===== src/rtl/muldiv_unit.sv =====
// Iterative 32-bit MIPS multiply/divide unit with HI/LO registers.
// Radix-2 shift-add multiply and restoring divide on magnitudes; sign fix-up in a final cycle.
module muldiv_unit #(
  parameter int unsigned WIDTH = 32
) (
  input  logic             clk,
  input  logic             rst_n,
  input  logic             start,
  input  logic [2:0]       op,
  input  logic [WIDTH-1:0] in1,
  input  logic [WIDTH-1:0] in2,
  input  logic             flush,
  output logic             busy,
  output logic             done,
  output logic [WIDTH-1:0] hi,
  output logic [WIDTH-1:0] lo
);

  typedef enum logic [1:0] {StIdle, StRun, StFix} state_e;

  state_e             state_q;
  logic [4:0]         count_q;
  logic [2*WIDTH-1:0] work_q;
  logic [WIDTH-1:0]   opa_q, opb_q;
  logic               sign_a_q, sign_b_q, is_div_q;
  logic               busy_q, done_q;
  logic [WIDTH-1:0]   hi_q, lo_q;

  logic               signed_op, neg1, neg2;
  logic [WIDTH-1:0]   mag1, mag2;
  logic [WIDTH:0]     mul_sum;
  logic [WIDTH:0]     div_part;
  logic [WIDTH+1:0]   div_diff;
  logic [2*WIDTH-1:0] step_d;
  logic [2*WIDTH-1:0] prod_fix;
  logic [WIDTH-1:0]   quot_fix, rem_fix, in1_raw;

  always_comb begin
    signed_op = (op[2] == 1'b0) && (op[0] == 1'b0);
    neg1      = signed_op & in1[WIDTH-1];
    neg2      = signed_op & in2[WIDTH-1];
    mag1      = neg1 ? -in1 : in1;
    mag2      = neg2 ? -in2 : in2;

    mul_sum   = {1'b0, work_q[2*WIDTH-1:WIDTH]} + (work_q[0] ? {1'b0, opa_q} : {(WIDTH+1){1'b0}});
    // Partial remainder needs one extra bit: 2*rem+1 can exceed WIDTH bits for large divisors.
    div_part  = work_q[2*WIDTH-1:WIDTH-1];
    div_diff  = {1'b0, div_part} - {2'b00, opb_q};

    if (is_div_q) begin
      if (div_diff[WIDTH+1]) begin
        step_d = {div_part[WIDTH-1:0], work_q[WIDTH-2:0], 1'b0};
      end else begin
        step_d = {div_diff[WIDTH-1:0], work_q[WIDTH-2:0], 1'b1};
      end
    end else begin
      step_d = {mul_sum, work_q[WIDTH-1:1]};
    end

    prod_fix = (sign_a_q ^ sign_b_q) ? -work_q : work_q;
    quot_fix = (sign_a_q ^ sign_b_q) ? -work_q[WIDTH-1:0] : work_q[WIDTH-1:0];
    rem_fix  = sign_a_q ? -work_q[2*WIDTH-1:WIDTH] : work_q[2*WIDTH-1:WIDTH];
    // Original dividend rebuilt from magnitude and sign for the divide-by-zero result.
    in1_raw  = sign_a_q ? -opa_q : opa_q;
  end

  always_ff @(posedge clk or negedge rst_n) begin
    if (!rst_n) begin
      state_q  <= StIdle;
      count_q  <= 5'd0;
      work_q   <= {(2*WIDTH){1'b0}};
      opa_q    <= {WIDTH{1'b0}};
      opb_q    <= {WIDTH{1'b0}};
      sign_a_q <= 1'b0;
      sign_b_q <= 1'b0;
      is_div_q <= 1'b0;
      busy_q   <= 1'b0;
      done_q   <= 1'b0;
      hi_q     <= {WIDTH{1'b0}};
      lo_q     <= {WIDTH{1'b0}};
    end else begin
      done_q <= 1'b0;
      if (flush) begin
        state_q <= StIdle;
        busy_q  <= 1'b0;
      end else begin
        unique case (state_q)
          StIdle: begin
            if (start) begin
              case (op)
                3'b000, 3'b001, 3'b010, 3'b011: begin
                  opa_q    <= mag1;
                  opb_q    <= mag2;
                  sign_a_q <= neg1;
                  sign_b_q <= neg2;
                  is_div_q <= op[1];
                  work_q   <= op[1] ? {{WIDTH{1'b0}}, mag1} : {{WIDTH{1'b0}}, mag2};
                  count_q  <= 5'd0;
                  state_q  <= StRun;
                  busy_q   <= 1'b1;
                end
                3'b100:  hi_q <= in1;
                3'b101:  lo_q <= in1;
                default: ;
              endcase
            end
          end
          StRun: begin
            work_q  <= step_d;
            count_q <= count_q + 5'd1;
            if (count_q == 5'd31) begin
              state_q <= StFix;
            end
          end
          StFix: begin
            if (is_div_q) begin
              if (opb_q == {WIDTH{1'b0}}) begin
                lo_q <= {WIDTH{1'b1}};
                hi_q <= in1_raw;
              end else begin
                lo_q <= quot_fix;
                hi_q <= rem_fix;
              end
            end else begin
              hi_q <= prod_fix[2*WIDTH-1:WIDTH];
              lo_q <= prod_fix[WIDTH-1:0];
            end
            done_q  <= 1'b1;
            busy_q  <= 1'b0;
            state_q <= StIdle;
          end
          default: state_q <= StIdle;
        endcase
      end
    end
  end

  assign busy = busy_q;
  assign done = done_q;
  assign hi   = hi_q;
  assign lo   = lo_q;

endmodule


===== config.mk =====
export PLATFORM = sky130hd
export DESIGN_NAME = muldiv_unit
export DESIGN_NICKNAME = d
export VERILOG_FILES = /design/src/rtl/muldiv_unit.sv
export SDC_FILE = /design/constraint.sdc
export NUM_CORES = 1
export LEC_CHECK = 0
export ABC_AREA = 1
export CAP_MARGIN = 25
export CORE_MARGIN = 2
export CORE_UTILIZATION = 30
export DETAILED_ROUTE_END_ITERATION = 8
export DONT_BUFFER_PORTS = 1
export GPL_ROUTABILITY_DRIVEN = 0
export GPL_TIMING_DRIVEN = 0
export SYNTH_ARGS = -nofsm -noshare
export SYNTH_HDL_FRONTEND = slang
export SYNTH_SLANG_ARGS = --single-unit

===== constraint.sdc =====
create_clock -name clk -period 4.35 [get_ports clk]
set_input_delay 0.6525 -clock clk [delete_from_list [all_inputs] [get_ports clk]]
set_output_delay 0.6525 -clock clk [all_outputs]
set_load 0.02 [all_outputs]

==> impl_metrics.ini <==
[run_status]
status = complete, but fails checks
violations = hold timing

[synth]
synth_compound_area_frac = 0.156
avgSynthCellArea_um2 = 5.93
ys.flop_type = dfrtp_1
synthCells = 3464
synthesis.nets = 3608
ys_ff_latch = 204
ys_seq_area_frac = 0.249
synth_xor_area_frac = 0.0384
synth_cell_types = 59
synthAdderAreaFrac = 0.0452
ys_async_sr_fraction = 1.00
synth_top_family_by_area = simple AND/OR/NAND/NOR gates
synth-edff-count = 0
synth.area.mux_share = 0.000487
yosysWarnings = 0
synth.cell_area_um2 = 20500
synth_simple_gate_area_frac = 0.414

[timing]
tns_ns = 0
worst_slew_pin_slew_ns = 1.14
max_slew_margin = 0.238
fin_crit_sh = 0.891
worst_hold_slack_ns = -0.190
finalCriticalPeriod_ns = 3.88
hold_viol_final = 204
setup_violations = 0
fmax_mhz = 258
slew_violations = 0
rsz0062_at_grt = false
skew_ns = 0.0325

[finish]
insertedDiodeCount = 0
area_growth_syn_to_layout_pct = 9.28
nets = 3634
drive_gt1_frac = 0.0476
finalNonFillerCells = 4379
nFillCells = 7587

[min_path]
min_path_type = input pin to async pin

[power_and_ir_drop]
p_total_uw = 16100
p_leak_uw = 0.0106
ir_drop_mv = 0.303
p_per_area_nw_per_um2 = 719

[floorplan]
dieArea_um2 = 70600
rows = 95
die_y_um = 266
start_util = 0.304
die_w_um = 266
design.core.area_um2 = 67500
ioPinCount = 137

[route]
totalWireLength_um = 99700
ant_nets = 0
dr.pass1.iters = 9
drc = 0
num_vias = 24800
drtIter0Drc = 3586
wire_per_inst_um = 22.8
via_per_inst = 5.66

[clocking]
cts_sinks = 204
cts_tree = built
cts_root_buf = clkbuf_16
cts_max_path_buffers = 3
cts_setup_buffers = 0
cts.clk_slew.worst_paths_ns = 0.06
worstSkewPairLatency_ns = 0.59
numCtsBuffers = 24
h-tree-depth = 1
cts-resized-gates = 0

[global_routing]
grt_use_met2 = 0.393
grt_use_met3 = 0.0638
grt_max_degree = 205
grt_use_total = 0.272
grtUsageMet1 = 0.370
grt_pass1_vias = 22100
antenna_found_initial = 0
grt_remaining_overflow = 0
busiest_layer = met2
grt_pass1_wl_um = 143000

[worst_setup_path]
crit_path_end_kind = flip-flop
cp.required_ns = 4.80
crit_fanout = 10
path_cells = buf_2 -> buf_1 -> nand2_1 -> inv_1 -> ha_1 -> inv_1 -> fa_1 -> inv_1 -> nand3_1 -> nand2_1 -> a21oi_1 -> o21ai_0 -> nand3_1 -> nand3_1 -> nand3_1 -> nand3_1 -> nand2_1
path_common_cell = nand3_1
critPathMaxStageDelay_ns = 0.65
crit_buf_inv = 5
arrival_ns = 4.33
reg2reg_slack_ns = 0.47
path_class = flip-flop to flip-flop
crit_family = buffers and inverters
worstSetupStartpointType = flip-flop
slowest_stage = o21ai_0

[place]
io_buffer_count = 0
dp_cells = 4337
dpl.hpwl_um = 82000

[flow_run]
drv_cap = 0
[layer usage]
| layer | share of wire | vias up |
|---|---|---|
| met5 | 0 | - |
| met4 | 0.070 | 0 |
| met3 | 0.12 | 336 |
| met2 | 0.41 | 1598 |
| met1 | 0.40 | 11500 |
| li1 | - | 11400 |
[report_power, final]
part / leakage (µW) / total [µW] / switching (µW) / internal, µW
clock: 0.000403 / 2150 / 929 / 1220
sequential: 0.00240 / 4270 / 1640 / 2630
combinational: 0.00778 / 9720 / 6760 / 2960
total: 0.0106 / 16100 / 9330 / 6810
[layout make-up]
| class | instances | area (µm²) | area share |
|---|---|---|---|
| clock buffer | 32 | 681 | 0.0303 |
| sequential | 204 | 5100 | 0.227 |
| buffer | 122 | 546 | 0.0243 |
| tap | 873 | 1090 | 0.0487 |
| inverter | 387 | 1450 | 0.0647 |
| multi-input combinational | 2751 | 13400 | 0.599 |
| clock inverter | 10 | 133 | 0.00591 |
[Yosys cell counts, drive strengths merged (2+ instances only)]
library cell	number	area, µm²
a22o	2	17.5
o21bai	6	45.0
xnor2	12	105
nor3	35	196
a31oi	38	238
buf	53	285
nand3	350	1800
and2	3	18.8
clkinv	7	26.3
o21ai	262	1330
o31ai	4	30.0
a21o	5	37.5
nand2	964	3690
a22oi	6	45.0
clkbuf	69	260
or2	7	43.8
o21a	5	37.5
a21oi	221	1120
nand3b	13	97.6
nor2	561	2240
inv	380	1430
dfrtp	204	5100
ha	71	888
xor2	78	683
nand4	62	394
o211ai	32	250
fa	2	40.0
nor4	4	25.0
[placed cells by master, fill, tap and decap left out, types with 9 or more instances in the layout]
master | synthesis | final
nand2_1 | 947 | 947
nor2_1 | 533 | 533
inv_1 | 365 | 365
nand3_1 | 341 | 341
o21ai_0 | 220 | 220
a21oi_1 | 217 | 217
dfrtp_1 | 204 | 204
xor2_1 | 78 | 78
clkbuf_1 | 68 | 71
ha_1 | 71 | 71
nand4_1 | 61 | 61
o21ai_1 | 38 | 38
a31oi_1 | 38 | 38
buf_2 | 33 | 33
nor3_1 | 32 | 32
o211ai_1 | 30 | 30
clkbuf_16 | 0 | 24
nor2_2 | 19 | 19
inv_2 | 15 | 15
buf_1 | 14 | 14
nand2_2 | 13 | 13
nand3b_1 | 13 | 13
xnor2_1 | 12 | 12
nand3_2 | 9 | 9
[registers in the layout (all words and copies together), names as in the netlist]
| signal | cells |
|---|---|
| busy | 1 |
| count_q | 5 |
| done | 1 |
| hi | 32 |
| is_div_q | 1 |
| lo | 32 |
| opa_q | 32 |
| opb_q | 32 |
| sign_a_q | 1 |
| sign_b_q | 1 |
| state_q | 2 |
| work_q | 64 |
[worst register-to-register path: stages (launching register included)]
cell and delay [ns]:
dfrtp_1 0.32, buf_2 0.34, buf_1 0.50, nand2_1 0.10, inv_1 0.08, ha_1 0.19, inv_1 0.09, fa_1 0.41
inv_1 0.07, nand3_1 0.06, nand2_1 0.16, a21oi_1 0.17, o21ai_0 0.65, nand3_1 0.22, nand3_1 0.12, nand3_1 0.08
nand3_1 0.13, nand2_1 0.06
[worst paths after layout]
kind                                  startpoint                endpoint  cells after the start
hold / removal                             rst_n      hi[23]$_DFFE_PN0P_                      0
setup reg to reg           work_q[0]$_DFFE_PN0P_  work_q[61]$_DFFE_PN0P_                     17
max in group asynchronous                  rst_n  work_q[61]$_DFFE_PN0P_                      0
hold reg to reg             opb_q[2]$_DFFE_PN0P_    opb_q[2]$_DFFE_PN0P_                      2
min in group clk                           flush          done$_DFF_PN0_                      1
setup / recovery           work_q[0]$_DFFE_PN0P_  work_q[61]$_DFFE_PN0P_                     17
[through the flow]
step                       util  instance area [µm²]  worst slack [ns]
after floorplan               -                20500              1.78
after CTS                 0.332                22400             0.677
after global routing      0.332                22400             0.101
after detailed placement  0.320                21600             0.722
after global placement    0.320                21600             0.740
final                     0.332                22400             0.474
[kinds of logic after synthesis]
family                     after synthesis
and+or+nand+nor                       2000
AOI/OAI and AO/OA                      587
buffers and inverters                  509
DFF                                    204
xor gates and xnor gates                90
adders and majority gates               73
muxes                                    1
Note: power is estimated with default switching activity, not from simulation.
